==> src/rtl/binary_frame_reader_pkg.sv <==
// binary_frame_reader_pkg
// Shared definitions for the binary frame reader: default geometry and buffer
// widths, the buffer read/write encoding, the reader FSM state type and the
// header byte helper.
// Optional build macro: FRAME_HEADER_EN adds the header state to the FSM.
package binary_frame_reader_pkg;

    localparam int DEF_A_WIDTH = 17;
    localparam int DEF_D_WIDTH = 8;
    localparam int DEF_ROW     = 320;
    localparam int DEF_COL     = 240;
    localparam int DEF_RD_LAT  = 2;

    // Buffer control encoding: RW=0 read, RW=1 write. This block only reads.
    localparam logic RW_READ = 1'b0;

    typedef enum logic [2:0] {
        S_IDLE,
`ifdef FRAME_HEADER_EN
        S_HDR,
`endif
        S_ISSUE,
        S_WAIT,
        S_CAPT,
        S_EMIT,
        S_FINISH
    } state_t;

    // Header byte idx of 0..3: COL low, COL high, ROW low, ROW high.
    function automatic logic [7:0] header_byte(input logic [1:0]  idx,
                                               input logic [15:0] rows,
                                               input logic [15:0] cols);
        logic [7:0] b;
        case (idx)
            2'd0:    b = cols[7:0];
            2'd1:    b = cols[15:8];
            2'd2:    b = rows[7:0];
            default: b = rows[15:8];
        endcase
        return b;
    endfunction

endpackage

==> src/rtl/binary_frame_reader_if.sv <==
// binary_frame_reader_if
// Byte stream between the frame reader and its sink (host link / UART / DMA).
// Signals:
//   M_Data   packed byte
//   M_Valid  M_Data valid
//   M_Ready  sink accepts when M_Valid & M_Ready at a rising edge
//   M_Last   high with the final byte of the frame
// Modports: master (reader side), slave (sink side).
interface binary_frame_reader_if;
    logic [7:0] M_Data;
    logic       M_Valid;
    logic       M_Ready;
    logic       M_Last;

    modport master (output M_Data, output M_Valid, output M_Last, input M_Ready);
    modport slave  (input  M_Data, input  M_Valid, input  M_Last, output M_Ready);
endinterface

==> src/rtl/binary_frame_reader_bit_packer.sv <==
// binary_frame_reader_bit_packer
// 8-bit packing register with a 3-bit fill count. Each shift writes bit_in
// into bit[count], so the first pixel lands in the LSB and an incomplete byte
// keeps zeros in its high bits.
// Ports:
//   Clk, Rst   clock, asynchronous active-high reset
//   clr        empty the register (priority over shift_en)
//   shift_en   store bit_in at the current count and advance it
//   bit_in     pixel bit
//   full       this shift writes the eighth bit
//   byte_out   register contents including the bit being shifted this cycle
module binary_frame_reader_bit_packer (
    input  logic       Clk,
    input  logic       Rst,
    input  logic       clr,
    input  logic       shift_en,
    input  logic       bit_in,
    output logic       full,
    output logic [7:0] byte_out
);

    logic [7:0] data_q;
    logic [2:0] cnt_q;

    // byte_out already contains the incoming bit so the caller can register a
    // finished byte on the same edge that shifts its last bit in.
    always_comb begin
        // NOTE: byte_out gets its full default before the conditional write;
        // without it the partial assignment would infer a latch.
        byte_out = data_q;
        if (shift_en) begin
            byte_out[cnt_q] = bit_in;
        end
    end

    assign full = shift_en && (cnt_q == 3'd7);

    always_ff @(posedge Clk or posedge Rst) begin
        if (Rst) begin
            data_q <= '0;
            cnt_q  <= '0;
        end else if (clr) begin
            data_q <= '0;
            cnt_q  <= '0;
        end else if (shift_en) begin
            // NOTE: sequential state uses non-blocking assignments so every
            // register sees pre-edge values regardless of statement order.
            data_q <= byte_out;
            cnt_q  <= cnt_q + 3'd1;
        end
    end

endmodule

==> src/rtl/binary_frame_reader.sv <==
// binary_frame_reader
// Drains the binary (0/255) frame buffer in raster order, packs 8 pixels per
// byte (LSB = lowest address, partial final byte zero-padded in the high bits)
// and streams the bytes on a valid/ready byte port. Each pixel costs an
// issue cycle, RD_LAT-1 wait cycles and a capture cycle; each byte adds one
// emit cycle. All outputs are registered.
// Optional build macro: FRAME_HEADER_EN -- the frame is preceded by 4 header
// bytes COL[7:0], COL[15:8], ROW[7:0], ROW[15:8] (never flagged M_Last).
// Ports:
//   Clk, Rst   clock, asynchronous active-high reset
//   Go         start pulse, sampled only while idle
//   R_Addr     buffer read address = Y*COL+X
//   R_En       one-cycle read enable per pixel
//   R_RW       always 0 (read)
//   R_Data     buffer read data; any nonzero value packs as 1
//   m          byte stream master: M_Data, M_Valid, M_Last out; M_Ready in
//   Busy       high from the cycle after Go is accepted until Done
//   Done       one-cycle pulse after the final byte is accepted
module binary_frame_reader
    import binary_frame_reader_pkg::*;
#(
    parameter int A_WIDTH = DEF_A_WIDTH,
    parameter int D_WIDTH = DEF_D_WIDTH,
    parameter int ROW     = DEF_ROW,
    parameter int COL     = DEF_COL,
    parameter int RD_LAT  = DEF_RD_LAT
) (
    input  logic                   Clk,
    input  logic                   Rst,
    input  logic                   Go,
    output logic [A_WIDTH-1:0]     R_Addr,
    output logic                   R_En,
    output logic                   R_RW,
    input  logic [D_WIDTH-1:0]     R_Data,
    binary_frame_reader_if.master  m,
    output logic                   Busy,
    output logic                   Done
);

    localparam logic [A_WIDTH-1:0] LAST_PIX = A_WIDTH'(ROW * COL - 1);

    state_t             state;
    logic [A_WIDTH-1:0] pix;
    logic [7:0]         lat_cnt;
`ifdef FRAME_HEADER_EN
    logic [1:0]         hdr_idx;
`endif

    logic       pk_shift;
    logic       pk_full;
    logic [7:0] pk_byte;
    logic       last_pix;
    logic       emit_now;

    assign pk_shift = (state == S_CAPT);
    assign last_pix = (pix == LAST_PIX);
    // Byte completes on the eighth capture or on the frame's final pixel.
    assign emit_now = pk_shift && (pk_full || last_pix);

    binary_frame_reader_bit_packer u_bit_packer (
        .Clk      (Clk),
        .Rst      (Rst),
        .clr      (emit_now),
        .shift_en (pk_shift),
        .bit_in   (|R_Data),
        .full     (pk_full),
        .byte_out (pk_byte)
    );

    always_ff @(posedge Clk or posedge Rst) begin
        if (Rst) begin
            state     <= S_IDLE;
            pix       <= '0;
            lat_cnt   <= '0;
            R_Addr    <= '0;
            R_En      <= 1'b0;
            R_RW      <= RW_READ;
            m.M_Data  <= '0;
            m.M_Valid <= 1'b0;
            m.M_Last  <= 1'b0;
            Busy      <= 1'b0;
            Done      <= 1'b0;
`ifdef FRAME_HEADER_EN
            hdr_idx   <= '0;
`endif
        end else begin
            // Read port and Done are pulses: idle values unless a state below
            // drives them this cycle.
            R_En   <= 1'b0;
            R_Addr <= '0;
            R_RW   <= RW_READ;
            Done   <= 1'b0;

            case (state)
                S_IDLE: begin
                    if (Go) begin
                        Busy <= 1'b1;
                        pix  <= '0;
`ifdef FRAME_HEADER_EN
                        hdr_idx   <= 2'd0;
                        m.M_Data  <= header_byte(2'd0, 16'(ROW), 16'(COL));
                        m.M_Valid <= 1'b1;
                        m.M_Last  <= 1'b0;
                        state     <= S_HDR;
`else
                        state <= S_ISSUE;
`endif
                    end
                end
`ifdef FRAME_HEADER_EN
                S_HDR: begin
                    if (m.M_Ready) begin
                        if (hdr_idx == 2'd3) begin
                            m.M_Valid <= 1'b0;
                            state     <= S_ISSUE;
                        end else begin
                            hdr_idx  <= hdr_idx + 2'd1;
                            m.M_Data <= header_byte(hdr_idx + 2'd1, 16'(ROW), 16'(COL));
                        end
                    end
                end
`endif
                S_ISSUE: begin
                    R_Addr  <= pix;
                    R_En    <= 1'b1;
                    lat_cnt <= '0;
                    state   <= (RD_LAT > 1) ? S_WAIT : S_CAPT;
                end
                S_WAIT: begin
                    // RD_LAT-1 wait cycles between issue and capture.
                    if (lat_cnt == 8'(RD_LAT - 2)) begin
                        state <= S_CAPT;
                    end else begin
                        lat_cnt <= lat_cnt + 8'd1;
                    end
                end
                S_CAPT: begin
                    pix <= pix + A_WIDTH'(1);
                    if (emit_now) begin
                        m.M_Data  <= pk_byte;
                        m.M_Valid <= 1'b1;
                        m.M_Last  <= last_pix;
                        state     <= S_EMIT;
                    end else begin
                        state <= S_ISSUE;
                    end
                end
                S_EMIT: begin
                    if (m.M_Ready) begin
                        m.M_Valid <= 1'b0;
                        m.M_Last  <= 1'b0;
                        state     <= m.M_Last ? S_FINISH : S_ISSUE;
                    end
                end
                S_FINISH: begin
                    Busy  <= 1'b0;
                    Done  <= 1'b1;
                    state <= S_IDLE;
                end
                default: state <= S_IDLE;
            endcase
        end
    end

endmodule

==> src/flat_wrapper.sv <==
// flat-port wrapper written by rule: the top's interface ports become plain ports
module binary_frame_reader_flat import binary_frame_reader_pkg::*;
#(
    parameter int A_WIDTH = DEF_A_WIDTH,
    parameter int D_WIDTH = DEF_D_WIDTH,
    parameter int ROW     = DEF_ROW,
    parameter int COL     = DEF_COL,
    parameter int RD_LAT  = DEF_RD_LAT
)
  (Clk, Rst, Go, R_Addr, R_En, R_RW, R_Data, Busy, Done, m_M_Data, m_M_Valid, m_M_Last, m_M_Ready);
  binary_frame_reader_if m_i ();
  input  logic Clk;
  input  logic Rst;
  input  logic Go;
  output logic [A_WIDTH-1:0] R_Addr;
  output logic R_En;
  output logic R_RW;
  input  logic [D_WIDTH-1:0] R_Data;
  output logic Busy;
  output logic Done;
  output wire logic [$bits(m_i.M_Data)-1:0] m_M_Data;
  output wire logic [$bits(m_i.M_Valid)-1:0] m_M_Valid;
  output wire logic [$bits(m_i.M_Last)-1:0] m_M_Last;
  input wire logic [$bits(m_i.M_Ready)-1:0] m_M_Ready;
  assign m_M_Data = m_i.M_Data;
  assign m_M_Valid = m_i.M_Valid;
  assign m_M_Last = m_i.M_Last;
  assign m_i.M_Ready = m_M_Ready;
  binary_frame_reader #(.A_WIDTH(A_WIDTH), .D_WIDTH(D_WIDTH), .ROW(ROW), .COL(COL), .RD_LAT(RD_LAT)) u_core (.Clk(Clk), .Rst(Rst), .Go(Go), .R_Addr(R_Addr), .R_En(R_En), .R_RW(R_RW), .R_Data(R_Data), .m(m_i), .Busy(Busy), .Done(Done));
endmodule
==> config.mk <==
export PLATFORM = sky130hd
export DESIGN_NAME = binary_frame_reader_flat
export DESIGN_NICKNAME = d
export VERILOG_FILES = /design/src/rtl/binary_frame_reader_pkg.sv /design/src/rtl/binary_frame_reader_if.sv /design/src/rtl/binary_frame_reader_bit_packer.sv /design/src/rtl/binary_frame_reader.sv /design/src/flat_wrapper.sv
export SDC_FILE = /design/constraint.sdc
export NUM_CORES = 1
export LEC_CHECK = 0
export CORE_ASPECT_RATIO = 1.1
export CORE_MARGIN = 3
export CORE_UTILIZATION = 50
export DETAILED_ROUTE_END_ITERATION = 8
export PLACE_DENSITY = 0.83
export REMOVE_ABC_BUFFERS = 1
export SYNTH_ARGS = -nofsm -noshare
export SYNTH_HDL_FRONTEND = slang
export SYNTH_SLANG_ARGS = --single-unit
==> constraint.sdc <==
create_clock -name Clk -period 4.74 [get_ports Clk]
set_clock_uncertainty 0.1 [all_clocks]
set_input_delay 0.711 -clock Clk [delete_from_list [all_inputs] [get_ports Clk]]
set_output_delay 0.711 -clock Clk [all_outputs]
set_load 0.005 [all_outputs]
# == After elaboration in Yosys (flattened, before gate mapping) ==
# Index checks and enable logic that the tools add are counted.
# Widths: inputs -> output; s select.
# totals
ff_bits,69
in_bits,12
output_inout_bits,31
elab_cells,74
# classes
n_addsub,3
magnitude_cmp,2
eq_ne,12
n_mux,27
reduce_logical,18
# op_table
cell,n
$mux 17,2
$pmux 17 s2,1
$mux 8,3
$mux 3,7
$add 17x1->17 const B,1
$eq 17x17->1 const B,1
$pmux 8 s2,1
$pmux 3 s5,1
$reduce_bool 2->1,5
$eq 3x3->1 const B,3
$add 8x1->8 const B,1
$bwmux 8,1
$logic_not 8->1,1
$ne 2x2->1 const B,4
$reduce_and 2->1,4
$reduce_or 8->1,1
$mux 1,7
$eq 3x2->1 const B,2
$pmux 1 s2,3
$reduce_and 3->1,2
$lt 3x4->1 const B,1
$add 3x1->3 const B,1
$demux 1 s3,1
$eq 3x1->1 const B,1
5 further kinds,7

# == Depth between registers and ports, before layout ==
# Gate-level depths: netlist of run 1.
# logic_depth
ltp_word,7
mapped_depth,6
ltp_nobuf,6

# == Hierarchy ==
# From an unflattened synthesis of run 1, not the netlist that was laid out.
# hier_totals
cells_unflattened,285
hier_area_um2,3275.6
# modules_own_cells
mod,instances,cells_per_inst,area_per_inst_um2,seq_area_each_um2
binary_frame_reader,1,226,2565.0,1451.4
binary_frame_reader_bit_packer,1,59,710.7,275.3

# == Least setup slack after synthesis of run 1 ==
# Ideal clock, no wire load.
# synth_timing
kind,register -> register
start,register u_core.state[2]
end,register u_core.m.M_Data[0]
setup_ps,125
arrival_time_ps,1932
required_ps,4515
setup_slack_ps,2583
stages_incl_launch_ff,7
path_buffers,2
synth_period_minus_slack_ps,2157
path_cell_list,dfrtp_1 -> buf_2 -> nand3b_4 -> or4_1 -> buf_2 -> o21ai_4 -> mux2_2
# synth_via
elab_chain_cells,5
# synth_lines
element,line,rtl
from (decl),binary_frame_reader.sv:42,state_t state;
from (signal assigned),binary_frame_reader.sv:127,state <= (RD_LAT > 1) ? S_WAIT : S_CAPT;
from (signal assigned),binary_frame_reader.sv:152,state <= m.M_Last ? S_FINISH : S_ISSUE;
$eq 3x2->1 (*),"binary_frame_reader.sv:55, binary_frame_reader.sv:94",
$logic_and 1x1->1,binary_frame_reader_bit_packer.sv:36,assign full = shift_en && (cnt_q == 3'd7);
$logic_or 1x1->1,binary_frame_reader.sv:58,assign emit_now = pk_shift && (pk_full || last_pix);
$logic_and 1x1->1,binary_frame_reader.sv:58,
$reduce_and 2->1 (no line) (*),--,
to (signal assigned),binary_frame_reader.sv:140,m.M_Data <= pk_byte;
to (decl),binary_frame_reader_if.sv:15,"modport master (output M_Data, output M_Valid, output M_Last, input M_Ready);"
# Mark *: on every way between the ends. The rest lies on a longest branch, timed or not.
# A chain may end at the register's enable or synchronous reset.

# == Worst setup path in the final report of run 1 ==
# layout_timing
start,register u_core.state[0]
end,register u_core.m.M_Data[7]
# Same word-level chain as after synthesis.

==> results of run 1 <==
worst max-delay path, stage by stage, from the launching register on:
cell	delay [ps]
dfrtp_1	540
nand3b_4	270
or4_1	800
o21ai_4	410
mux2_2	390
per-layer routing:
metal	track usage (%)	vias to the layer above
met3	4.94	9
met1	23.4	1147
met4	7.99	0
met2	31.5	61
met5	0	-
li1	-	1107
power breakdown:
group | internal (W) | leakage [nW] | switching, W | total [W]
clock | 0.000309 | 0.112 | 0.000221 | 0.000531
combinational | 0.000237 | 0.739 | 0.000255 | 0.000492
sequential | 0.000692 | 0.895 | 0.000111 | 0.000803
total | 0.00124 | 1.75 | 0.000587 | 0.00182
sequential cells by signal, summed over array words and instances (netlist names):
register                    cells
u_core.m.M_Data                 8
u_core.lat_cnt                  8
u_core.Busy                     1
u_core.u_bit_packer.data_q      8
u_core.Done                     1
u_core.state                    3
u_core.R_Addr                  17
u_core.m.M_Last                 1
u_core.pix                     17
u_core.m.M_Valid                1
u_core.R_En                     1
u_core.u_bit_packer.cnt_q       3
per-stage QoR:
step | util [%] | cell area (um^2) | total power (W) | setup slack, ps | instances
after floorplan | - | 3070 | 0.00109 | 2190 | 275
after global placement | 60.6 | 3580 | 0.00128 | 2040 | 394
after detailed placement | 60.6 | 3580 | 0.00130 | 1970 | 394
after CTS | 64.4 | 3810 | 0.00184 | 2110 | 410
after global routing | 64.4 | 3810 | 0.00195 | 1990 | 410
final | 64.4 | 3810 | 0.00182 | 2120 | 410
area by class of cell:
| cell class | count | area, um^2 | share of cell area, % |
|---|---|---|---|
| multi-input cells | 201 | 1330 | 34.8 |
| well taps | 77 | 96.3 | 2.53 |
| repair buffers | 42 | 418 | 11.0 |
| inverters | 5 | 18.8 | 0.493 |
| clock inverters | 6 | 86.3 | 2.27 |
| flip-flops and latches | 69 | 1730 | 45.3 |
| clock buffers | 10 | 138 | 3.61 |
synth_stat cells, drive strengths merged, types with 5 or more instances:
| library cell | n |
|---|---|
| ha | 5 |
| nand3 | 10 |
| nand4 | 7 |
| o221ai | 8 |
| mux2 | 8 |
| buf | 5 |
| inv | 5 |
| dfrtp | 69 |
| xor2 | 6 |
| o21ai | 26 |
| and2 | 22 |
| nor2 | 8 |
| nand2 | 41 |
| clkbuf | 7 |
| mux2i | 5 |
worst paths after layout:
check / depth (start not counted) / slack, ps / endpoint
hold reg to reg: 2 / 390 / u_core.u_bit_packer.data_q[1]$_DFFE_PP0P_
setup / recovery: 4 / 2120 / u_core.m.M_Data[7]$_DFFE_PP0P_
min in group asynchronous: 2 / 690 / u_core.R_Addr[0]$_DFF_PP0_
max in group asynchronous: 3 / 2940 / u_core.u_bit_packer.cnt_q[1]$_DFFE_PP0P_
setup reg to reg: 4 / 2120 / u_core.m.M_Data[7]$_DFFE_PP0P_
hold / removal: 2 / 390 / u_core.u_bit_packer.data_q[1]$_DFFE_PP0P_
cells by family after synthesis:
kind of cell / after synthesis
AOI/OAI and AO/OA: 54
xor gates and xnor gates: 7
adders and majority gates: 5
buffers and inverters: 17
DFF: 69
muxes: 13
other: 1
and+or+nand+nor: 121
==> metrics.txt, run 1 <==
Detailed Route Iter0 Violations 164; Max Freq 0.381 GHz; gpl congestion 0.753; ys flop type dfrtp_1; Setup Buffers After CTS 0; Max FO, Critical Path 23; number of I/O port buffers 41; DR WL/cell 14.7 um; Die Ht 88.9 um; hold path startpoint u_core.u_bit_packer.data_q[1]$_DFFE_PP0P_; commonest non-fill, non-tap cell in the layout dfrtp_1; max-cap viol count 0; Critical Path RT 4860 ps; number of synthesized flops with an enable pin 0; CTS H-tree lvls 3; number of synthesized register bits 69; Die W 81.4 um; Synth Area in Adders 2.00%; I/O Pins 43; metal2 WL 3180 um; vias per cell 5.67; leakage power 1.75 nW; share of the synthesized area in the top cell type 55.3%; reg2reg start u_core.state[0]$_DFFE_PP0P_; Num CTS Buffers 9; clk root buf clkbuf_8; CTS clk-pin slew, worst paths 70 ps; CP Data Arrival Time 2750 ps; met3 wire length 275 um; core area 5910 um^2; Area contributors post-synth dfrtp_1, nand2_1, and2_1; CP startpoint u_core.state[0]$_DFFE_PP0P_; TritonCTS clock tree built; DRC 0; final worst path period need 2620 ps; setup TNS 0 ps; clock tree buffer depth 2; die area 7230 um^2; commonest non-fill, non-tap cells in the layout dfrtp_1, nand2_1, clkdlybuf4s50_1; share of cells above drive strength 1 11.1%; sequential share of the synthesized area 55.3%; RSZ-0062 raised after global routing false; Async SR Flop Fraction 100%; first-pass GRT wire length 10,400 um; worst vdd ir 0.293 mV; Layout Nets 345; Routed Wire Length 6030 um; Synth-to-Final Area Change 22.0%; endpoint type of the worst setup path flip-flop; largest family of logic cells by synthesized area simple AND/OR/NAND/NOR gates; largest area contributor in the netlist dfrtp_1; CTS sink count 69; hold slack 392 ps; initial antenna violation count 0; Initial Utilization 52.8%; synth warn 0; DR top layer met4; Post-CTS Resized 0; mux cell area share after synthesis 4.49%; worst min path class reg -> reg; Setup crit start kind flip-flop; cell area power density 479 nW/um^2; Max Slew Vio Count 0; Final period util 55.3%; status completed; Synth Area in XOR/XNOR 1.96%; Post-Synthesis Cell Area 3120 um^2; Avg Synthesized Cell Area 10.9 um^2; Netlist cell types 51; post-route ant nets 0; simple-gate share of the synthesized area 22.0%; vias in the first global route 2,266; CP Class reg -> reg; Final Hold Viols 0; largest net degree at the start of global routing 38; WL met1 2450 um; grt ovf 0; post-synthesis compound-gate area fraction 11.9%; dpl hpwl 4120 um; vias post-DR 2,324; Setup violations, final 0; Slew @ Worst Pin 720 ps; Hold Buf Count CTS 0; clk_lat worst skew 340 ps; # fillers 473; TritonRoute pass-1 iters 4; Synth Instances 287; total global-route track usage 18.9%; Rel. slew slack 51.6%; Inserted Diodes 0; num rows 29
No activity file was read; power rests on OpenSTA's default activity.
==> inputs of run 2 (changes only) <==
Settings changed: CORE_UTILIZATION 50 to 49, PLACE_DENSITY 0.83 to 0.84.
Clock period 4.74 ns to 2.2 ns, I/O delays scaled along.
==> run 2 against run 1 <==
Against the previous run: clock-buffer cell count up 3; worst hold slack worse by 110 ps; sequential power up 110%; critical endpoint is now u_core.m.M_Data[1]$_DFFE_PP0P_; largest power group unchanged.
==> metrics.txt, run 2 (synthesis results as in run 1) <==
CTS sink count 69 (unchanged); number of I/O port buffers 41 (unchanged); Flop pwr share 39.7% (was 44.0%); Routed Wire Length 6320 um (was 6030 um); # fillers 442 (was 473); Initial Utilization 52.2% (was 52.8%); Post-Route Utilization 67.3% (was 64.4%); R2R setup slack 110 ps (was 2120 ps); CTS H-tree lvls 3 (unchanged); share of cells above drive strength 1 17.0% (was 11.1%); RSZ-0062 raised after global routing false (unchanged); Max Slew Vio Count 0 (unchanged); Num CTS Buffers 9 (unchanged); vias in the first global route 2,336 (was 2,266); CP Data Arrival Time 2220 ps (was 2750 ps); vias post-DR 2,421 (was 2,324); max-cap viol count 0 (unchanged); commonest non-fill, non-tap cells in the layout dfrtp_1, nand2_1, clkdlybuf4s50_1 (unchanged); worst vdd ir 0.602 mV (was 0.293 mV); setup TNS 0 ps (unchanged); Die Ht 89.7 um (was 88.9 um); initial antenna violation count 0 (unchanged); clk root buf clkbuf_8 (unchanged); I/O Pins 43 (unchanged); Final period util 95.1% (was 55.3%); total power 0.00415 W (was 0.00182 W); CP Class reg -> reg (unchanged); DR WL/cell 14.5 um (was 14.7 um); num rows 29 (unchanged); Switch Pwr 0.00131 W (was 0.000587 W); dpl hpwl 4230 um (was 4120 um); reg-to-reg endpoint u_core.m.M_Data[1]$_DFFE_PP0P_ (was u_core.m.M_Data[7]$_DFFE_PP0P_); WL met1 2710 um (was 2450 um); final worst path period need 2090 ps (was 2620 ps); core area 5990 um^2 (was 5910 um^2); Layout Nets 370 (was 345); clock power share 28.0% (was 29.1%); DRC 0 (unchanged); vias per cell 5.57 (was 5.67); Switching Share 31.5% (was 32.2%); Setup crit start kind flip-flop (unchanged); Inserted Diodes 0 (unchanged); die area 7370 um^2 (was 7230 um^2); Die W 82.1 um (was 81.4 um); worst min path class in -> async (was reg -> reg); met3 wire length 256 um (was 275 um); reg2reg start u_core.pix[1]$_DFFE_PP0P_ (was u_core.state[0]$_DFFE_PP0P_); total global-route track usage 18.4% (was 18.9%); endpoint type of the worst setup path flip-flop (unchanged); TritonCTS clock tree built (unchanged); clk_lat worst skew 350 ps (was 340 ps); DR top layer met4 (unchanged); R2R cell count 6 (was 4); first-pass GRT wire length 10,500 um (was 10,400 um); leakage power 1.88 nW (was 1.75 nW); CTS clk-pin slew, worst paths 70 ps (about the same); Max Freq 0.478 GHz (was 0.381 GHz); Detailed Route Iter0 Violations 164 (unchanged); largest registers u_core.R_Addr x17, u_core.pix x17 (unchanged); gpl congestion 0.799 (was 0.753); Setup violations, final 0 (unchanged); P_int 0.00285 W (was 0.00124 W); combinational share of power 32.3% (was 26.9%); cell area power density 1030 nW/um^2 (was 479 nW/um^2); clock tree buffer depth 2 (unchanged); Max FO, Critical Path 9 (was 23); largest net degree at the start of global routing 70 (was 38); post-route ant nets 0 (unchanged); commonest non-fill, non-tap cell in the layout dfrtp_1 (unchanged); Final Hold Viols 0 (unchanged); metal2 WL 3240 um (was 3180 um); Critical Path RT 2330 ps (was 4860 ps); grt ovf 0 (unchanged); Synth-to-Final Area Change 29.0% (was 22.0%); TritonRoute pass-1 iters 4 (unchanged); status completed (unchanged)
## run 2: changes by cell type in the layout (fill, tap and decap cells not counted), sizes merged
cell / delta
clkbuf: +3
clkinv: -3
buf: +25
## run 2: final cells by class
class / count / area [um^2] / area share, %
timing repair buffer: 67 / 631 / 15.7
clock buffer: 13 / 159 / 3.95
multi-input combinational: 201 / 1330 / 33.0
clock inverter: 3 / 67.6 / 1.68
inverter: 5 / 18.8 / 0.466
sequential: 69 / 1730 / 42.9
tap: 77 / 96.3 / 2.39
## run 2: routing by layer
layer	vias up	track usage, %
li1	1161	-
met1	1200	23.9
met2	50	28.8
met3	10	4.50
met4	0	8.31
met5	-	0
## run 2: how the worst max path moves through the flow
stage                     cells past startpoint                                         to                        start
after floorplan                               4             u_core.m.M_Data[0]$_DFFE_PP0P_  u_core.state[2]$_DFFE_PP0P_
final                                         6             u_core.m.M_Data[1]$_DFFE_PP0P_    u_core.pix[1]$_DFFE_PP0P_
after detailed placement                      5  u_core.u_bit_packer.data_q[6]$_DFFE_PP0P_                    R_Data[1]
after global routing                          6             u_core.m.M_Data[0]$_DFFE_PP0P_    u_core.pix[0]$_DFFE_PP0P_
after CTS                                     4  u_core.u_bit_packer.data_q[6]$_DFFE_PP0P_   u_core.pix[14]$_DFFE_PP0P_
after global placement                        5  u_core.u_bit_packer.data_q[7]$_DFFE_PP0P_                    R_Data[1]
## run 2: power by group through the flow
stage | logic (W) | clock network [W] | registers, W
after CTS | 0.00133 | 0.00119 | 0.00164
after global routing | 0.00151 | 0.00124 | 0.00167
final | 0.00134 | 0.00116 | 0.00165
after global placement | 0.00127 | 0 | 0.00166
after detailed placement | 0.00132 | 0 | 0.00167
after floorplan | 0.000653 | 0 | 0.00170
## run 2: repair_timing
action	CTS	global route
resized for setup	0	1
buffers inserted	0	1
hold buffers	0	0
setup endpoints to repair	0	16
## run 2: worst max-delay path, cell delays in order (launching register included)
cell,delay [ps]
dfrtp_1,350
ha_1,170
nand4_1,160
or4_1,520
o21ai_4,200
buf_12,140
mux2_2,330
## run 2: metrics by stage
stage | std cells | worst slack (ps) | hold WS (ps) | area (um^2)
floorplan | 275 | -92.4 | 356 | 3070
global placement | 418 | 69.7 | 367 | 3780
detailed placement | 418 | 13.3 | 377 | 3780
CTS | 434 | 75.5 | 297 | 4000
global route | 435 | 14.8 | 315 | 4030
finish | 435 | 107 | 281 | 4030
